`src/rtl/ccff_frame_loader_if.sv`:
```
// ---------------------------------------------------------------------------
// ccff_frame_loader_if
//   Valid/ready word channel feeding the configuration-frame loader.
//
//   cfg_word  : configuration word, driven by the producer
//   cfg_valid : cfg_word is valid, driven by the producer
//   cfg_ready : loader accepts a word this cycle, driven by the loader
//
//   master : producer side (testbench or upstream controller)
//   slave  : loader side
// ---------------------------------------------------------------------------
interface ccff_frame_loader_if #(
    parameter int WORD_W = 8
) ();
    logic [WORD_W-1:0] cfg_word;
    logic              cfg_valid;
    logic              cfg_ready;

    modport master (
        output cfg_word,
        output cfg_valid,
        input  cfg_ready
    );

    modport slave (
        input  cfg_word,
        input  cfg_valid,
        output cfg_ready
    );
endinterface

```
`src/rtl/ccff_frame_loader.sv`:
```
// ---------------------------------------------------------------------------
// ccff_frame_loader
//   Accepts NUM_WORDS configuration words over a valid/ready channel,
//   serialises each one (bit 0 first) into a NUM_BITS configuration chain,
//   then commits the whole chain into a shadow register in one cycle. The
//   shadow register drives the TGATE sel/selb pairs, so the routing muxes
//   never see the chain while it is shifting.
//
//   Parameters
//     NUM_BITS : chain length, must be a multiple of WORD_W
//     WORD_W   : configuration word width
//
//   Ports
//     prog_clk  : programming clock, rising edge
//     pReset    : synchronous active-high reset
//     cfg_start : start a frame, only looked at while idle
//     cfg_if    : word channel (cfg_word / cfg_valid / cfg_ready)
//     busy      : high in every state except IDLE
//     cfg_done  : one-cycle pulse when the committed frame is visible
//     ccff_tail : last chain bit, for daisy-chaining the next loader
//     mem_out   : committed configuration (TGATE sel)
//     mem_outb  : bitwise inverse of mem_out (TGATE selb)
// ---------------------------------------------------------------------------
module ccff_frame_loader #(
    parameter int NUM_BITS = 16,
    parameter int WORD_W   = 8
) (
    input  logic                prog_clk,
    input  logic                pReset,
    input  logic                cfg_start,
    ccff_frame_loader_if.slave  cfg_if,
    output logic                busy,
    output logic                cfg_done,
    output logic                ccff_tail,
    output logic [NUM_BITS-1:0] mem_out,
    output logic [NUM_BITS-1:0] mem_outb
);

    localparam int NUM_WORDS = NUM_BITS / WORD_W;
    localparam int BIT_CW    = (WORD_W > 1) ? $clog2(WORD_W) : 1;
    localparam int WORD_CW   = $clog2(NUM_WORDS + 1);

    localparam logic [BIT_CW-1:0]  BIT_LAST  = BIT_CW'(WORD_W - 1);
    localparam logic [WORD_CW-1:0] WORD_LAST = WORD_CW'(NUM_WORDS);

    typedef enum logic [1:0] {
        ST_IDLE,
        ST_LOAD,
        ST_SHIFT,
        ST_COMMIT
    } state_t;

    state_t              state_q,    state_d;
    logic [NUM_BITS-1:0] shreg_q,    shreg_d;
    logic [WORD_W-1:0]   word_reg_q, word_reg_d;
    logic [BIT_CW-1:0]   bit_cnt_q,  bit_cnt_d;
    logic [WORD_CW-1:0]  word_cnt_q, word_cnt_d;
    logic [NUM_BITS-1:0] mem_q,      mem_d;
    logic                done_q,     done_d;

    // ------------------------------------------------------------------
    // State register
    // ------------------------------------------------------------------
    // NOTE: sequential state uses non-blocking assignments so every
    // register samples the pre-edge values, independent of statement order.
    always_ff @(posedge prog_clk) begin
        if (pReset) begin
            state_q    <= ST_IDLE;
            shreg_q    <= '0;
            word_reg_q <= '0;
            bit_cnt_q  <= '0;
            word_cnt_q <= '0;
            mem_q      <= '0;
            done_q     <= 1'b0;
        end else begin
            state_q    <= state_d;
            shreg_q    <= shreg_d;
            word_reg_q <= word_reg_d;
            bit_cnt_q  <= bit_cnt_d;
            word_cnt_q <= word_cnt_d;
            mem_q      <= mem_d;
            done_q     <= done_d;
        end
    end

    // ------------------------------------------------------------------
    // Next-state logic
    // ------------------------------------------------------------------
    // NOTE: every signal gets its hold value first, so no path through the
    // case statement can leave one unassigned and infer a latch.
    always_comb begin
        state_d    = state_q;
        shreg_d    = shreg_q;
        word_reg_d = word_reg_q;
        bit_cnt_d  = bit_cnt_q;
        word_cnt_d = word_cnt_q;
        mem_d      = mem_q;
        done_d     = 1'b0;

        case (state_q)
            ST_IDLE: begin
                if (cfg_start) begin
                    state_d = ST_LOAD;
                end
            end

            ST_LOAD: begin
                if (cfg_if.cfg_valid) begin
                    word_reg_d = cfg_if.cfg_word;
                    word_cnt_d = word_cnt_q + WORD_CW'(1);
                    state_d    = ST_SHIFT;
                end
            end

            ST_SHIFT: begin
                // Left shift: the first bit in travels towards the tail, so
                // word 0 bit 0 finishes at shreg[NUM_BITS-1].
                shreg_d    = (shreg_q << 1) | NUM_BITS'(word_reg_q[0]);
                word_reg_d = word_reg_q >> 1;
                if (bit_cnt_q == BIT_LAST) begin
                    bit_cnt_d = '0;
                    // word_cnt already counts the word being shifted out.
                    state_d   = (word_cnt_q == WORD_LAST) ? ST_COMMIT : ST_LOAD;
                end else begin
                    bit_cnt_d = bit_cnt_q + BIT_CW'(1);
                end
            end

            ST_COMMIT: begin
                mem_d      = shreg_q;
                done_d     = 1'b1;
                word_cnt_d = '0;
                state_d    = ST_IDLE;
            end

            default: begin
                state_d = ST_IDLE;
            end
        endcase
    end

    // ------------------------------------------------------------------
    // Outputs
    // ------------------------------------------------------------------
    assign cfg_if.cfg_ready = (state_q == ST_LOAD);
    assign busy             = (state_q != ST_IDLE);
    assign cfg_done         = done_q;
    assign ccff_tail        = shreg_q[NUM_BITS-1];
    assign mem_out          = mem_q;
    // Derived from the shadow register, so selb is all ones out of reset
    // and can only move together with sel.
    assign mem_outb         = ~mem_q;

endmodule

```
`src/flat_wrapper.sv`:
```
// flat-port wrapper written by rule: the top's interface ports become plain ports
module ccff_frame_loader_flat 
#(
    parameter int NUM_BITS = 16,
    parameter int WORD_W   = 8
)
  (prog_clk, pReset, cfg_start, busy, cfg_done, ccff_tail, mem_out, mem_outb, cfg_if_cfg_word, cfg_if_cfg_valid, cfg_if_cfg_ready);
  ccff_frame_loader_if #(.WORD_W(WORD_W)) cfg_if_i ();
  input  logic prog_clk;
  input  logic pReset;
  input  logic cfg_start;
  output logic busy;
  output logic cfg_done;
  output logic ccff_tail;
  output logic [NUM_BITS-1:0] mem_out;
  output logic [NUM_BITS-1:0] mem_outb;
  input wire logic [$bits(cfg_if_i.cfg_word)-1:0] cfg_if_cfg_word;
  input wire logic [$bits(cfg_if_i.cfg_valid)-1:0] cfg_if_cfg_valid;
  output wire logic [$bits(cfg_if_i.cfg_ready)-1:0] cfg_if_cfg_ready;
  assign cfg_if_i.cfg_word = cfg_if_cfg_word;
  assign cfg_if_i.cfg_valid = cfg_if_cfg_valid;
  assign cfg_if_cfg_ready = cfg_if_i.cfg_ready;
  ccff_frame_loader #(.NUM_BITS(NUM_BITS), .WORD_W(WORD_W)) u_core (.prog_clk(prog_clk), .pReset(pReset), .cfg_start(cfg_start), .cfg_if(cfg_if_i), .busy(busy), .cfg_done(cfg_done), .ccff_tail(ccff_tail), .mem_out(mem_out), .mem_outb(mem_outb));
endmodule
```
`config.mk`:
```
export PLATFORM = sky130hd
export DESIGN_NAME = ccff_frame_loader_flat
export DESIGN_NICKNAME = d
export VERILOG_FILES = /design/src/rtl/ccff_frame_loader_if.sv /design/src/rtl/ccff_frame_loader.sv /design/src/flat_wrapper.sv
export SDC_FILE = /design/constraint.sdc
export NUM_CORES = 1
export LEC_CHECK = 0
export CAP_MARGIN = 0
export CORE_MARGIN = 4
export CORE_UTILIZATION = 52
export DETAILED_ROUTE_END_ITERATION = 8
export GPL_ROUTABILITY_DRIVEN = 0
export PLACE_DENSITY = 0.94
export SYNTH_ARGS = -nofsm -noshare
export SYNTH_HDL_FRONTEND = slang
export SYNTH_SLANG_ARGS = --single-unit
```
`constraint.sdc`:
```
create_clock -name prog_clk -period 2.5 [get_ports prog_clk]
set_input_delay 0.5 -clock prog_clk [delete_from_list [all_inputs] [get_ports prog_clk]]
set_output_delay 0.5 -clock prog_clk [all_outputs]
set_load 0.1 [all_outputs]
```
* Word-level counts from Yosys, hierarchy flattened
Cells that the tools add are included.
** Word-level totals
- Bits in registers :: 48
- Bits of input ports :: 12
- Output and inout port bits :: 36
- Logic and storage cells :: 37
** Cells by class
- Add/subtract/negate cells :: 2
- Equality and inequality tests :: 8
- Muxes and demuxes :: 11
- Bitwise logic cells :: 2
- Reduce and logical (&&, ||, !) cells :: 7
** Operators by type and width (number)
- $not A16 Y16 :: 1
- $or A16 B1 Y16 :: 1
- $pmux W8 S2 :: 1
- $mux W2 :: 5
- $mux W8 :: 1
- $pmux W2 S4 :: 1
- $eq A2 B2 Y1 const B :: 3
- $reduce_bool A2 Y1 :: 3
- $ne A2 B2 Y1 const B :: 2
- $pmux W2 S2 :: 1
- $reduce_and A2 Y1 :: 2
- $add A3 B1 Y3 const B :: 1
- $eq A3 B3 Y1 const B :: 1
- $mux W3 :: 1
- $reduce_and A3 Y1 :: 1
- $add A2 B1 Y2 const B :: 1
- $eq A2 B1 Y1 const B :: 1
- $logic_not A2 Y1 :: 1
- $ne A2 B1 Y1 const B :: 1
- $mux W1 :: 1

* Logic depth before layout (Yosys ltp)
- Word-level depth :: 4
- Depth in mapped cells :: 6
- Mapped depth without buffers :: 5

* Worst setup path after synthesis
No wires, ideal clock.
- Kind :: reg2out
- Start :: register u_core.state_q[0]
- End :: output cfg_if_cfg_ready
- Arrival :: 1827 ps
- Required time :: 2000 ps
- Path slack :: 173 ps
- Stages on the path, launching flop included :: 3
- Cells stage by stage :: dfxtp_1 buf_6 nor2b_1
** Between the ends
- Longest elaborated chain between the ends :: 1
** RTL lines
- start, declared :: RTL line ccff_frame_loader.sv:53 : state_t state_q, state_d;
- start signal, assigned :: RTL line ccff_frame_loader.sv:76 : state_q <= state_d;
- $eq A2 B1 Y1 :: RTL line ccff_frame_loader.sv:145 : assign cfg_if.cfg_ready = (state_q == ST_LOAD);
- end, declared :: RTL line flat_wrapper.sv:19 : output wire logic [$bits(cfg_if_i.cfg_ready)-1:0] cfg_if_cfg_ready;
No other way between the ends.

* Final worst setup path
- Start :: register u_core.state_q[1]
- End :: output busy
** Between the ends
- Longest elaborated chain between the ends :: 1
** RTL lines
- $reduce_bool A2 Y1 :: RTL line ccff_frame_loader.sv:146 : assign busy = (state_q != ST_IDLE);
- end, declared :: RTL line flat_wrapper.sv:12 : output logic busy;
No other way between the ends.

==> flow_summary.ini <==
[global_routing]
grt_pass1_wl_microns = 6120
grt-ovfl-total = 0
grtUsageTotal = 0.154
grt_pass1_vias = 1448
antenna_found_initial = 0
grt_max_degree = 27

[yosys]
postSynthCellCount = 233
synth_compound_area_frac = 0.181
ys_ff_latch = 48
synth_mux_area_frac = 0.0103
synth_warnings = 0
synth_top_family_by_area = simple AND/OR/NAND/NOR gates
synth_fa_ha_area_frac = 0.0194
netlist_area_sq_um = 1940
yosys.area_share.simple = 0.193
ys_types = 27
yosys.area.top_type_share = 0.496
synth_xor_xnor_area_share = 0
syn_nets = 248
avgSynthCellArea_sq_um = 8.31
yosysTopAreaCell = dfxtp_1
seq_area_frac_synth = 0.496
synthTopCellsByArea = dfxtp_1 (50%), nand2_1 (14%), a21oi_1 (9.8%)

[sta]
rsz0062_at_grt = no
period_minus_slack_ns = 1.92
fmax_ghz = 0.520
slew_headroom = 0.614
fin_hold_ws_ns = 0.464
drv_slew = 0
period_share = 0.769
fin_tns_setup_ns = 0
final_hold_viol_count = 0
setup_viol = 0
tightest_slew_ns = 0.579
clock_skew_ns = 0.00675

[placed_design]
hpwlAfterDp_microns = 2670
io_buffers = 47
dpl-instance-area_sq_um = 2280

[drt]
ant_nets = 0
via_count = 1637
drc = 0
viasPerCell = 5.10
finalWirelength_microns = 3800
drtIter0Drc = 112
routedWlPerCell_microns = 11.8
drt-pass1-iter-count = 4

[pwr]
p_leak_uw = 0.000895
p_seq_frac = 0.539
power_frac_comb = 0.093
clkPwrFrac = 0.368
p_sw_frac = 0.237
power_switching_uw = 353
vdd_drop_max_uv = 401
power_density_nw_per_um2 = 621
internal_power_uw = 1130

[critical_path]
slowest_delay_ns = 0.60
critical_path_class = reg -> out
cp_max_fo = 11
required_ns = 2.00
cp_cell_sequence = inv_1 -> nand2_1 -> buf_4
worst_ep_arrival_time_ns = 1.42
start_kind = flip-flop
slowest_stage = dfxtp_1
critPathCaptureType = primary output

[status]
status = complete, no violations

[clocking]
cts.reportedPaths.clkPinSlew_ns = 0.09
clockBufferDepth = 2
numCtsBuffers = 5
clk-insertion-delay-late_ns = 0.30
clock-sinks = 48
cts.repair.resized = 0
cts_setup_buffers = 0
holdBufCountCts = 0
cts_tree = yes
root_buffer = clkbuf_8
cts.htree.levels = 2

[layout]
drive_gt1_frac = 0.211
diodes = 0
fillers = 294
area_growth_pct = 23.5
fin_nets = 289
design_area_sq_um = 2390

[floorplan]
initial_utilization = 0.558
chipHeight_microns = 69.0
die_area_sq_um = 4760
core_area_sq_um = 3470
rows = 21
num_io_pins = 48
die_x_microns = 69.0

[min_path]
hold_class = reg -> reg

[flow_run]
maxCapViolCount = 0
cell families (layout without fill, tap and decap cells):
logic type	Yosys count	after routing
AOI/OAI and AO/OA	56	56
adders and majority gates	3	3
buffers and inverters	37	79
DFF	48	48
muxes	2	2
and+or+nand+nor	87	87
per-layer routing:
metal | track usage | up-vias | part of all wire
met4 | 0.0586 | 0 | 0.0066
met2 | 0.274 | 56 | 0.49
met1 | 0.165 | 740 | 0.43
li1 | - | 839 | -
met5 | 0 | - | 0
met3 | 0.0538 | 2 | 0.069
area by class of cell:
cell class,instances,area [sq um],area share
clock buffer,5,68.8,0.0288
clock inverter,3,42.5,0.0178
inverter,22,82.6,0.0346
multi-input combinational,148,782,0.327
sequential,48,961,0.402
tap,46,57.6,0.0241
timing repair buffer,49,395,0.165
sequential cells by signal (all words and copies together), names as in the netlist:
signal	count
u_core.state_q	2
u_core.cfg_done	1
u_core.bit_cnt_q	3
u_core.mem_out	16
u_core.shreg_q	16
u_core.word_reg_q	8
u_core.word_cnt_q	2
per-stage QoR:
stage,total power [uW],std cells,setup WS (ns),util
after floorplan,926,233,0.173,-
after global placement,953,313,0.761,0.657
after detailed placement,956,313,0.726,0.657
after CTS,1490,321,0.582,0.689
after global routing,1530,321,0.494,0.689
final,1490,321,0.578,0.689
power by group through the flow:
stage	clock network [uW]	logic (uW)	registers, uW
final	546	139	800
after global placement	0	136	817
after global routing	581	149	803
after CTS	555	140	799
after detailed placement	0	139	817
after floorplan	0	117	810
final timing paths:
kind,from,end,slack [ns],cells after the start
min,u_core.shreg_q[13],u_core.mem_out[13],0.46,2
max,u_core.state_q[1],busy,0.58,3
max reg2reg,u_core.state_q[1],u_core.mem_out[7],1.01,3
min reg2reg,u_core.shreg_q[13],u_core.mem_out[13],0.46,2
cell usage after synthesis:
library cell,instances
nand2_1,71
dfxtp_1,48
a21oi_1,38
inv_1,22
o221a_2,6
buf_6,5
clkbuf_1,5
nor2_1,5
o21a_1,5
buf_4,4
ha_1,3
nand3_1,3
a31oi_1,2
mux2i_1,2
nand2_2,2
a32o_1,1
and2_1,1
and2b_2,1
buf_2,1
nand2b_4,1
nand3b_4,1
nor2b_1,1
o211ai_1,1
o21ai_0,1
o21ai_1,1
o221ai_2,1
or3_1,1
critical path, delay by kind of cell (launching register included):
kind | cells | cell delay (ns)
DFF | 1 | 0.60
buffers and inverters | 2 | 0.43
and+or+nand+nor | 1 | 0.09
cells in the final DEF, fill, tap and decap left out:
cell type / Yosys / final
nand2b_4: 1 / 1
clkdlybuf4s50_1: 0 / 11
dfxtp_1: 48 / 48
nor2b_1: 1 / 1
o221ai_2: 1 / 1
inv_1: 22 / 22
nand2_2: 2 / 2
clkinv_2: 0 / 1
bufinv_16: 0 / 1
clkinvlp_4: 0 / 1
nand3b_4: 1 / 1
buf_4: 4 / 38
ha_1: 3 / 3
a21oi_1: 38 / 38
and2b_2: 1 / 1
nand3_1: 3 / 3
clkbuf_8: 0 / 5
nand2_1: 71 / 71
and2_1: 1 / 1
a32o_1: 1 / 1
a31oi_1: 2 / 2
nor2_1: 5 / 5
o221a_2: 6 / 6
o21a_1: 5 / 5
or3_1: 1 / 1
o211ai_1: 1 / 1
o21ai_0: 1 / 1
mux2i_1: 2 / 2
o21ai_1: 1 / 1
No activity file was read; power rests on OpenSTA's default activity.
